--- config.mk ---
export PLATFORM = sky130hd
export DESIGN_NAME = branch_predict_unit
export DESIGN_NICKNAME = d
export VERILOG_FILES = /design/src/rtl/branch_predict_unit.sv
export SDC_FILE = /design/constraint.sdc
export NUM_CORES = 1
export LEC_CHECK = 0
export CAP_MARGIN = 20
export CORE_UTILIZATION = 45
export CTS_CLUSTER_DIAMETER = 120
export DETAILED_ROUTE_END_ITERATION = 10
export GPL_ROUTABILITY_DRIVEN = 0
export PLACE_DENSITY = 0.74
export SYNTH_ARGS = -nofsm -noshare
export SYNTH_HDL_FRONTEND = slang
export SYNTH_SLANG_ARGS = --single-unit
--- constraint.sdc ---
create_clock -name clk -period 6.83 [get_ports clk]
set_input_delay 1.0245 -clock clk [delete_from_list [all_inputs] [get_ports clk]]
set_output_delay 1.0245 -clock clk [all_outputs]
set_load 0.005 [all_outputs]
--- src/rtl/branch_predict_unit.sv ---
// branch_predict_unit: BHT predictor and B-type branch resolver; define BPU_STATS_EN to enable the stat counters
module branch_predict_unit #(
    parameter int XLEN        = 32,
    parameter int BHT_ENTRIES = 64,
    parameter int CTR_BITS    = 2,
    parameter int PC_LSB      = 2
) (
    input  logic            clk,
    input  logic            rst_n,
    input  logic            fetch_valid,
    input  logic [XLEN-1:0] fetch_pc,
    output logic            pred_taken,
    output logic            bpu_ready,
    input  logic            res_valid,
    input  logic [31:0]     res_inst,
    input  logic [XLEN-1:0] res_pc,
    input  logic            res_pred_taken,
    input  logic            cmp_eq,
    input  logic            cmp_lt,
    input  logic            cmp_ltu,
    input  logic [3:0]      select_mode,
    output logic [1:0]      pc_sel,
    output logic            mispredict,
    output logic            flush,
    output logic [31:0]     stat_branches,
    output logic [31:0]     stat_mispredicts
);
    localparam int IDXW = $clog2(BHT_ENTRIES);
    localparam logic [CTR_BITS-1:0] CTR_INIT = CTR_BITS'((1 << (CTR_BITS - 1)) - 1);
    localparam logic [CTR_BITS-1:0] CTR_MAX = '1;
    localparam logic [IDXW-1:0] LAST = IDXW'(BHT_ENTRIES - 1);
    typedef enum logic {INIT, RUN} state_t;
    state_t state, state_nx;
    logic [IDXW-1:0] ptr, fidx, ridx;
    logic [CTR_BITS-1:0] bht [BHT_ENTRIES];
    logic [CTR_BITS-1:0] rctr, rctr_nx;
    logic [2:0] f3;
    logic [1:0] sel_nx;
    logic run, is_br, taken, cond, mis_nx;
    logic unused_ok;
    assign unused_ok = ^{fetch_pc, res_pc, res_inst};
    assign run = state == RUN;
    assign bpu_ready = run;
    assign fidx = fetch_pc[PC_LSB +: IDXW];
    assign ridx = res_pc[PC_LSB +: IDXW];
    assign f3 = res_inst[14:12];
    assign pred_taken = run & fetch_valid & bht[fidx][CTR_BITS-1];
    always_comb begin
        state_nx = (run || ptr == LAST) ? RUN : INIT;
        taken = f3[2] ? ((f3[1] ? cmp_ltu : cmp_lt) ^ f3[0]) : (cmp_eq ^ f3[0]);
        is_br = run & res_valid & (res_inst[6:0] == 7'b1100011) & (f3[2] | ~f3[1]);
        mis_nx = is_br & (taken != res_pred_taken);
        rctr = bht[ridx];
        rctr_nx = taken ? (rctr == CTR_MAX ? rctr : rctr + 1'b1)
                        : (rctr == '0 ? rctr : rctr - 1'b1);
        case (select_mode)
            4'd3:    cond = cmp_lt;
            4'd4:    cond = ~cmp_lt;
            4'd5:    cond = cmp_eq;
            4'd6:    cond = ~cmp_eq;
            4'd7:    cond = cmp_ltu;
            4'd8:    cond = ~cmp_ltu;
            default: cond = 1'b0;
        endcase
        sel_nx = !(run && res_valid) ? 2'b00
               : (select_mode == 4'd1 || select_mode == 4'd2) ? select_mode[1:0]
               : {1'b0, cond};
    end
    // Table has no reset: the INIT sweep rewrites every entry after each reset.
    always_ff @(posedge clk) begin
        if (!run)
            bht[ptr] <= CTR_INIT;
        else if (is_br)
            bht[ridx] <= rctr_nx;
    end
    always_ff @(posedge clk or negedge rst_n) begin
        if (!rst_n) begin
            state      <= INIT;
            ptr        <= '0;
            pc_sel     <= 2'b00;
            mispredict <= 1'b0;
            flush      <= 1'b0;
        end else begin
            state      <= state_nx;
            ptr        <= run ? ptr : ptr + 1'b1;
            pc_sel     <= sel_nx;
            mispredict <= mis_nx;
            flush      <= mis_nx;
        end
    end
`ifdef BPU_STATS_EN
    always_ff @(posedge clk or negedge rst_n) begin
        if (!rst_n) begin
            stat_branches    <= '0;
            stat_mispredicts <= '0;
        end else begin
            if (is_br && stat_branches != '1)
                stat_branches <= stat_branches + 1'b1;
            if (mis_nx && stat_mispredicts != '1)
                stat_mispredicts <= stat_mispredicts + 1'b1;
        end
    end
`else
    assign stat_branches = '0;
    assign stat_mispredicts = '0;
`endif
endmodule

==> results of run 1 <==
==> layer usage <==
metal  track usage [%]  routed length (um)  vias up  share of wire [%]
met5                 0                   0        -                  0
met4             8.683                 434        0                2.8
met3             4.481                1051       42                6.9
met2             35.59                8056      249                 53
met1             23.65                5716     2120                 37
li1                  -                   -     1854                  -
==> cells by family (layout without fill, tap and decap cells) <==
family                   Yosys count  count (layout)  share of synthesized area [%]
adder cells (fa/ha/maj)            2               2                         0.3196
flip-flops                       138             138                          58.11
XOR/XNOR                           7               7                         0.8702
AO/OA/AOI/OAI                     58              58                          5.452
buffers and inverters             96              81                          8.897
AND/OR/NAND/NOR                  137             137                          8.666
other                              1              64                        0.05323
multiplexers                      60              60                          17.63
==> layout by cell type (no fill, tap or decap), drive strengths merged, types with 2 or more instances in the layout <==
cell type,count
and2,2
bufinv,2
clkdlybuf4s50,38
xnor2,5
o21ba,2
nand2,12
a22oi,13
edfxtp,128
nor4,3
a41oi,2
mux4,51
nand2b,8
buf,6
xor2,2
clkbuf,17
dfrtp,10
conb,64
nand3,4
a31oi,4
nor3,10
mux2i,6
a21oi,14
o21ai,11
nor2b,4
a211oi,3
mux2,3
nor2,83
nor3b,2
clkinv,10
inv,8
and3,4
a221oi,2
o21bai,2
==> report_power, final <==
part | leakage, nW | switching (mW) | total, mW | internal, mW
Combinational | 1.03 | 0.0548 | 0.0963 | 0.0415
Sequential | 1.02 | 0 | 0.910 | 0.910
Clock | 0.287 | 0.350 | 0.886 | 0.536
Total | 2.34 | 0.405 | 1.89 | 1.49
==> sequential cells by signal, indices dropped and copies added (netlist names) <==
register	cells
flush	1
bpu_ready	1
pc_sel	2
bht	128
ptr	6
==> through the flow <==
| stage | util, % | hold slack, ns | cell area [um^2] |
|---|---|---|---|
| after floorplan | - | 0.5112 | 7282 |
| after global placement | 48.31 | 0.5479 | 7372 |
| after detailed placement | 48.31 | 0.5539 | 7372 |
| after CTS | 52.08 | 0.5651 | 7946 |
| after global routing | 52.08 | 0.5978 | 7946 |
| final | 52.08 | 0.5692 | 7946 |
==> worst paths after layout <==
kind	cells past startpoint	end	slack (ns)
hold reg to reg	1	ptr[2]	0.57
setup reg to reg	7	bht[27][1]	3.57
max in group asynchronous	1	flush	5.56
setup / recovery	6	pred_taken	1.46
hold / removal	1	ptr[2]	0.57
min in group asynchronous	1	pc_sel[0]	0.94
==> cell type report <==
class / instances / area [um^2] / area share [%]
timing repair buffer: 44 / 422.9 / 5.322
clock buffer: 17 / 425.4 / 5.353
multi-input combinational: 328 / 2572 / 32.37
clock inverter: 15 / 148.9 / 1.874
inverter: 5 / 18.77 / 0.2362
tap: 211 / 264.0 / 3.322
sequential: 138 / 4094 / 51.52
==> qor.log, run 1 <==
[outcome] outcome complete, no violations
[detailed_routing] number of DRC markers after the initial detailed-route iteration 460
[floorplan] Cell Rows 45
[place] post-placement setup slack 1.483 ns
[logic_synthesis] most used standard cells in the synthesized netlist edfxtp_1, nor2_1, buf_4, mux4_2, clkbuf_1
[logic_synthesis] cells after synthesis 499
[place] instance count after placement with tap cells included 726
[setup_path] source of the critical timing path fetch_pc[3]
[job] number of max-cap violations 0
[setup_path] critical path endpoint category primary output
[logic_synthesis] Post-synth EDFFs 128
[power_and_ir_drop] total design power 1.893 mW
[place] input/output buffers 39
[power_and_ir_drop] total leakage power 2.341 nW
[logic_synthesis] cell with the most instances after synthesis edfxtp_1
[grt] total overflow reported by the global router 0
[logic_synthesis] Async SR Flop Fraction 7.246%
[logic_synthesis] number of warnings printed during yosys synthesis 0
[floorplan] Ports 178
[place] hpwl dp 10130 um
[setup_path] kind of critical path in2out
[cts] Max H-tree Level 4
[setup_path] buffers and inverters on the worst path 2
[cts] insertion delay to the later sink of the worst-skew pair 0.42 ns
[logic_synthesis] share of the yosys chip area belonging to registers 58.11%
[cts] number of CTS-inserted buffers 17
[logic_synthesis] largest cells by area after synthesis edfxtp_1, mux4_2, buf_4
[setup_path] required time reported for the critical path endpoint 5.81 ns
[cts] Setup Fix Bufs, Post-CTS 0
[cts] root buffer cell clkbuf_16
[timing] final critical delay including setup and external delays 5.366 ns
[cts] clock transition time at the flip-flop clock pins of the worst setup and hold paths 0.06 ns
[detailed_routing] via count 4265
[cts] sinks on the clock net 138
[logic_synthesis] Yosys cell types 47
[timing] highest clock frequency the design can meet 186.4 MHz
[timing] worst slew margin relative to its limit 28.80%
[layout] Finished Layout Cells 758
[timing] share of the clock period used by the worst path 78.57%
[detailed_routing] final routed wirelength across all metal layers 15260 um
[cts] quantity of hold-fixing buffers added after cts 0
[grt] overall routing resource usage 20.12%
[layout] layout cells sized above 1 17.37%
[setup_path] biggest fanout along the worst timing path 16
[grt] pin count of the biggest net entering global routing 57
[floorplan] DIE HEIGHT 127.1 um
[cts] post-cts gate resize count 0
[logic_synthesis] portion of synthesized cell area occupied by the leading cell type 54.56%
[worst_hold_path] path type of the worst min-delay path reg2reg
[timing] Final Slew Violations 0
[layout] Final nets 643
[timing] RSZ-0062 raised after global routing no
[setup_path] cell family with the largest share of critical-path delay buffers and inverters
[setup_path] cell with the most instances on the worst path mux4_2
[logic_synthesis] number of synthesized register bits 138
[cts] buffer levels on the longest clock path 2
[setup_path] delay of the slowest critical-path stage 1.18 ns
[grt] first-pass GRT wire length 23530 um
[detailed_routing] detailed-route vias per instance 5.627
[timing] post-route setup TNS 0 ns
[logic_synthesis] largest area contributor in the netlist edfxtp_1
[floorplan] starting density of the core 46.17%
[detailed_routing] Detail Route Antenna Nets 0
[timing] total count of hold-check failures in the final report 0
[logic_synthesis] synthesized area per cell 14.12 um^2
[logic_synthesis] Main synth FF type edfxtp_1
[timing] pin slew with the least headroom to its limit 1.065 ns
[setup_path] data arrival time at the worst-slack endpoint 4.34 ns
[power_and_ir_drop] total power per unit cell area 238.2 nW/um^2
[layout] antenna cells 0
[timing] final setup slack of the worst path 1.464 ns
[setup_path] cells traversed along the worst timing path clkdlybuf4s50_1 -> mux4_2 -> mux4_2 -> mux4_2 -> and3_1 -> clkdlybuf4s50_1
[layout] number of filler cells placed in the layout 1233
[floorplan] floorplan die width 127.1 um
[layout] area growth from synthesis to final layout 12.79%
[floorplan] die area 16160 um^2
[setup_path] crit path launch type primary input
[setup_path] highest-delay cell along the critical path clkdlybuf4s50_1
[detailed_routing] DRT Pass-1 Iters 5
[power_and_ir_drop] worst ir drop on vdd 191.6 uV
[cts] TritonCTS clock tree done
[logic_synthesis] Synth Cell Area 7046 um^2
[timing] final clock skew 0.005135 ns
[timing] Setup Viol. Count Final 0
[floorplan] area of the core region 15260 um^2
[detailed_routing] # DRC 0
[setup_path] worst flop-to-flop path startpoint bpu_ready
[grt] number of global-route vias before repair 4251
[grt] initial antenna violation count 0
[worst_hold_path] Worst Min Path Start ptr[2]
[detailed_routing] routed length per placed instance 20.13 um
Note: power is estimated with default switching activity, not from simulation.
==> inputs of run 2 (changes only) <==
- clock period: 6.83 -> 5.1 ns (I/O delays scaled with it)
==> qor.log, run 2 (synthesis gave the netlist of run 1 again) <==
[cts] root buffer cell clkbuf_16 [unchanged]
[timing] final critical delay including setup and external delays 4.427 ns
[grt] overall routing resource usage 19.82% [was 20.12%]
[timing] Final Slew Violations 0 [unchanged]
[layout] area growth from synthesis to final layout 13.76% [was 12.79%]
[floorplan] starting density of the core 46.17% [unchanged]
[place] Placed Area 7440 um^2 [was 7372 um^2]
[timing] Setup Viol. Count Final 0 [unchanged]
[power_and_ir_drop] worst ir drop on vdd 267.8 uV [was 191.6 uV]
[floorplan] die area 16160 um^2 [unchanged]
[grt] number of global-route vias before repair 4172 [was 4251]
[detailed_routing] number of DRC markers after the initial detailed-route iteration 468 [was 460]
[detailed_routing] DRT Pass-1 Iters 5 [unchanged]
[floorplan] DIE HEIGHT 127.1 um [unchanged]
[setup_path] delay of the slowest critical-path stage 0.53 ns [was 1.18 ns]
[layout] area of all placed cells without fillers 8015 um^2 [was 7946 um^2]
[floorplan] Ports 178 [unchanged]
[setup_path] cells traversed along the worst timing path clkdlybuf4s50_1 -> buf_12 -> mux4_2 -> mux4_2 -> mux4_2 -> and3_1 -> clkdlybuf4s50_1 [was clkdlybuf4s50_1 -> mux4_2 -> mux4_2 -> mux4_2 -> and3_1 -> clkdlybuf4s50_1]
[floorplan] Cell Rows 45 [unchanged]
[worst_hold_path] path type of the worst min-delay path reg2reg [unchanged]
[setup_path] kind of critical path in2out [unchanged]
[grt] first-pass GRT wire length 23070 um [was 23530 um]
[timing] share of the clock period used by the worst path 86.80%
[layout] max FFs per register 128 [unchanged]
[power_and_ir_drop] net switching fraction of the power 19.92% [was 21.38%]
[timing] total count of hold-check failures in the final report 0 [unchanged]
[grt] initial antenna violation count 0 [unchanged]
[setup_path] data arrival time at the worst-slack endpoint 3.66 ns [was 4.34 ns]
[setup_path] biggest fanout along the worst timing path 16 [unchanged]
[detailed_routing] via count 4327 [was 4265]
[layout] top register by number of flip-flops bht [unchanged]
[timing] highest clock frequency the design can meet 225.9 MHz
[floorplan] area of the core region 15260 um^2 [unchanged]
[cts] Setup Fix Bufs, Post-CTS 0 [unchanged]
[power_and_ir_drop] portion of total power attributed to sequential cells 48.1% [about the same]
[timing] RSZ-0062 raised after global routing no [unchanged]
[cts] number of CTS-inserted buffers 17 [unchanged]
[layout] biggest regs bht x128, ptr x6, pc_sel x2 [unchanged]
[setup_path] cell family with the largest share of critical-path delay multiplexers [was buffers and inverters]
[power_and_ir_drop] internal cell power 2.030 mW [was 1.488 mW]
[timing] final clock skew 0.008895 ns [was 0.005135 ns]
[setup_path] cell with the most instances on the worst path mux4_2 [unchanged]
[floorplan] floorplan die width 127.1 um [unchanged]
[grt] total overflow reported by the global router 0 [unchanged]
[place] input/output buffers 39 [unchanged]
[grt] pin count of the biggest net entering global routing 57 [unchanged]
[place] hpwl dp 9912 um [was 10130 um]
[setup_path] crit path launch type primary input [unchanged]
[setup_path] highest-delay cell along the critical path mux4_2 [was clkdlybuf4s50_1]
[detailed_routing] final routed wirelength across all metal layers 14820 um [was 15260 um]
[power_and_ir_drop] part of the total power dissipated in combinational logic 5.2% [was 5.1%]
[cts] quantity of hold-fixing buffers added after cts 0 [unchanged]
[cts] Max H-tree Level 4 [unchanged]
[layout] layout cells sized above 1 17.79% [was 17.37%]
[setup_path] required time reported for the critical path endpoint 4.34 ns [was 5.81 ns]
[setup_path] buffers and inverters on the worst path 3 [was 2]
[setup_path] critical path endpoint category primary output [unchanged]
[timing] pin slew with the least headroom to its limit 1.059 ns [was 1.065 ns]
[cts] TritonCTS clock tree done [unchanged]
[power_and_ir_drop] total leakage power 2.375 nW [was 2.341 nW]
[cts] insertion delay to the later sink of the worst-skew pair 0.42 ns [about the same]
[cts] sinks on the clock net 138 [unchanged]
[detailed_routing] routed length per placed instance 19.45 um [was 20.13 um]
[detailed_routing] detailed-route vias per instance 5.678 [was 5.627]
[timing] post-route setup TNS 0 ns [unchanged]
[power_and_ir_drop] total power per unit cell area 316.2 nW/um^2 [was 238.2 nW/um^2]
[power_and_ir_drop] sw power 504.8 uW [was 404.7 uW]
[layout] Final nets 647 [was 643]
[power_and_ir_drop] part of the power in the clock network 46.7% [was 46.8%]
[job] number of max-cap violations 0 [unchanged]
[timing] worst slew margin relative to its limit 28.93% [was 28.80%]
[layout] antenna cells 0 [unchanged]
[detailed_routing] Detail Route Antenna Nets 0 [unchanged]
[cts] post-cts gate resize count 0 [unchanged]
[detailed_routing] # DRC 0 [unchanged]
[cts] buffer levels on the longest clock path 2 [unchanged]
[outcome] outcome complete, no violations [unchanged]
[layout] commonest non-fill, non-tap cell in the layout edfxtp_1 [unchanged]
[cts] clock transition time at the flip-flop clock pins of the worst setup and hold paths 0.06 ns [about the same]
[layout] commonest non-fill, non-tap cells in the layout edfxtp_1, nor2_1, conb_1 [unchanged]
## run 2: layer usage
metal / up-vias / part of all wire, % / global-route usage [%]
li1: 1858 / - / -
met1: 2184 / 40 / 25.47
met2: 252 / 49 / 31.77
met3: 33 / 7.7 / 4.983
met4: 0 / 3.2 / 9.384
met5: - / 0 / 0
## run 2: area by class of cell
type                    instances  area (um^2)
repair buffers                 48        490.5
well taps                     211        264.0
inverters                       5        18.77
multi-input cells             328         2572
flip-flops and latches        138         4094
clock inverters                 9        97.59
fillers                      1219         7243
clock buffers                  23        478.0
## run 2: stage by stage
step,hold slack [ns],cells,utilization (%),power (mW),worst slack (ns)
4_1_cts,0.5711,762,52.53,2.544,0.6557
3_5_place_dp,0.5578,730,48.76,1.371,0.6555
3_3_place_gp,0.5490,730,48.76,1.370,0.6447
6_report,0.5702,762,52.53,2.535,0.6734
2_1_floorplan,0.4694,562,-,1.355,0.6287
5_1_grt,0.6080,762,52.53,2.604,0.5932
## run 2: final timing paths
check	to	start	cells after the start	slack [ns]
max reg2reg	bht[0][1]	bht[7][0]	8	2.15
min in group asynchronous	pc_sel[1]	rst_n	1	0.69
min	ptr[2]	ptr[2]	1	0.57
max	pred_taken	fetch_pc[2]	7	0.67
max in group asynchronous	ptr[4]	rst_n	1	4.06
min reg2reg	ptr[2]	ptr[2]	1	0.57
## run 2: power groups by stage
stage | registers, mW | clock network (mW) | logic [mW]
detailed placement | 1.24 | 0 | 0.129
global route | 1.22 | 1.24 | 0.142
floorplan | 1.24 | 0 | 0.113
global placement | 1.24 | 0 | 0.128
CTS | 1.22 | 1.19 | 0.130
finish | 1.22 | 1.18 | 0.131
==> inputs of run 3 (changes only) <==
- CORE_UTILIZATION: 45 -> 50
- CTS_BUF_LIST: default -> sky130_fd_sc_hd__clkbuf_16
- PLACE_DENSITY: 0.74 -> 0.81
==> qor.log, run 3 (synthesis gave the netlist of run 1 again) <==
[layout] commonest non-fill, non-tap cells in the layout edfxtp_1, nor2_1, conb_1 [unchanged]
[cts] quantity of hold-fixing buffers added after cts 0 [unchanged]
[timing] RSZ-0062 raised after global routing no [unchanged]
[layout] top register by number of flip-flops bht [unchanged]
[timing] final setup slack of the worst path 0.5413 ns [was 0.6734 ns]
[worst_hold_path] path type of the worst min-delay path reg2reg [unchanged]
[layout] Finished Layout Cells 731 [was 762]
[grt] first-pass GRT wire length 23940 um [was 23070 um]
[detailed_routing] # DRC 0 [unchanged]
[timing] pin slew with the least headroom to its limit 1.022 ns [was 1.059 ns]
[layout] biggest regs bht x128, ptr x6, pc_sel x2 [unchanged]
[setup_path] required time reported for the critical path endpoint 4.34 ns [about the same]
[timing] total count of hold-check failures in the final report 0 [unchanged]
[cts] TritonCTS clock tree done [unchanged]
[layout] max FFs per register 128 [unchanged]
[grt] initial antenna violation count 0 [unchanged]
[floorplan] Ports 178 [unchanged]
[grt] number of global-route vias before repair 4330 [was 4172]
[timing] share of the clock period used by the worst path 89.39% [was 86.80%]
[layout] number of filler cells placed in the layout 1008 [was 1219]
[timing] Setup Viol. Count Final 0 [unchanged]
[floorplan] die area 14570 um^2 [was 16160 um^2]
[grt] overall routing resource usage 22.83% [was 19.82%]
[setup_path] biggest fanout along the worst timing path 16 [unchanged]
[cts] sinks on the clock net 138 [unchanged]
[cts] post-cts gate resize count 0 [unchanged]
[timing] post-route setup TNS 0 ns [unchanged]
[setup_path] crit path launch type primary input [unchanged]
[cts] Max H-tree Level 4 [unchanged]
[detailed_routing] routed length per placed instance 20.82 um [was 19.45 um]
[cts] insertion delay to the later sink of the worst-skew pair 0.42 ns [about the same]
[job] number of max-cap violations 0 [unchanged]
[floorplan] floorplan die width 120.7 um [was 127.1 um]
[cts] clock transition time at the flip-flop clock pins of the worst setup and hold paths 0.06 ns [about the same]
[place] post-placement setup slack 0.5387 ns [was 0.6555 ns]
[layout] area growth from synthesis to final layout 12.64% [was 13.76%]
[outcome] outcome complete, no violations [unchanged]
[grt] total overflow reported by the global router 0 [unchanged]
[power_and_ir_drop] total power per unit cell area 316.2 nW/um^2 [about the same]
[setup_path] kind of critical path in2out [unchanged]
[floorplan] starting density of the core 50.95% [was 46.17%]
[cts] number of CTS-inserted buffers 17 [unchanged]
[layout] layout cells sized above 1 17.42% [was 17.79%]
[timing] worst slew margin relative to its limit 31.43% [was 28.93%]
[timing] hold slack final 0.5671 ns [was 0.5702 ns]
[detailed_routing] final routed wirelength across all metal layers 15220 um [was 14820 um]
[layout] area of all placed cells without fillers 7936 um^2 [was 8015 um^2]
[layout] commonest non-fill, non-tap cell in the layout edfxtp_1 [unchanged]
[timing] final critical delay including setup and external delays 4.559 ns [was 4.427 ns]
[floorplan] area of the core region 13830 um^2 [was 15260 um^2]
[layout] Final Core Density 57.40% [was 52.53%]
[grt] pin count of the biggest net entering global routing 65 [was 57]
[floorplan] DIE HEIGHT 120.7 um [was 127.1 um]
[detailed_routing] number of DRC markers after the initial detailed-route iteration 511 [was 468]
[detailed_routing] via count 4297 [was 4327]
[detailed_routing] detailed-route vias per instance 5.878 [was 5.678]
[timing] final clock skew 0.006208 ns [was 0.008895 ns]
[place] instance count after placement with tap cells included 699 [was 730]
[timing] highest clock frequency the design can meet 219.4 MHz [was 225.9 MHz]
[detailed_routing] DRT Pass-1 Iters 5 [unchanged]
[power_and_ir_drop] total design power 2.509 mW [was 2.535 mW]
[place] Placed Area 7376 um^2 [was 7440 um^2]
[setup_path] critical path endpoint category primary output [unchanged]
[setup_path] data arrival time at the worst-slack endpoint 3.79 ns [was 3.66 ns]
[power_and_ir_drop] worst ir drop on vdd 237.0 uV [was 267.8 uV]
[floorplan] Cell Rows 43 [was 45]
[timing] Final Slew Violations 0 [unchanged]
[place] hpwl dp 10110 um [was 9912 um]
[cts] root buffer cell clkbuf_16 [unchanged]
[detailed_routing] Detail Route Antenna Nets 0 [unchanged]
[power_and_ir_drop] total leakage power 2.354 nW [was 2.375 nW]
[place] input/output buffers 39 [unchanged]
[cts] Setup Fix Bufs, Post-CTS 0 [unchanged]
[cts] buffer levels on the longest clock path 2 [unchanged]
[layout] Final nets 647 [unchanged]
[layout] antenna cells 0 [unchanged]
-- run 3: changes by cell type in the layout (fill, tap and decap cells not counted), sizes merged --
cell	before	now
inv	5	6
clkbuf	23	17
clkinv	6	10
clkinvlp	1	2
-- run 3: critical path: stages --
cell and delay [ns]:
clkdlybuf4s50_1 0.45, buf_4 0.33, mux4_2 0.59, mux4_2 0.49, mux4_2 0.53, and3_1 0.20, clkdlybuf4s50_1 0.43
-- run 3: layout make-up --
class,count,area (um^2),area share (%)
Tap cell,180,225.2,2.838
Inverter,5,18.77,0.2365
Timing Repair Buffer,48,465.4,5.865
Clock buffer,17,425.4,5.360
Multi-Input combinational cell,328,2572,32.41
Sequential cell,138,4094,51.58
Clock inverter,15,135.1,1.703
-- run 3: where the power goes --
part / switching, mW / internal (mW) / total [mW]
Combinational: 0.0718 / 0.0567 / 0.129
Sequential: 0 / 1.22 / 1.22
Clock: 0.454 / 0.708 / 1.16
-- run 3: worst paths after layout --
kind	from	end	slack [ns]	depth (start not counted)
min	ptr[2]	ptr[2]	0.57	1
max reg2reg	bpu_ready	bht[63][1]	2.30	8
max in group asynchronous	rst_n	pc_sel[1]	4.09	1
max	fetch_pc[2]	pred_taken	0.54	7
min in group asynchronous	rst_n	ptr[2]	0.68	1
min reg2reg	ptr[2]	ptr[2]	0.57	1
-- run 3: routing by layer --
metal	track usage, %	vias to the layer above	share of wire (%)
met3	4.245	36	7.0
li1	-	1861	-
met4	10.88	0	2.9
met5	0	-	0
met2	39.87	257	52
met1	27.29	2143	38
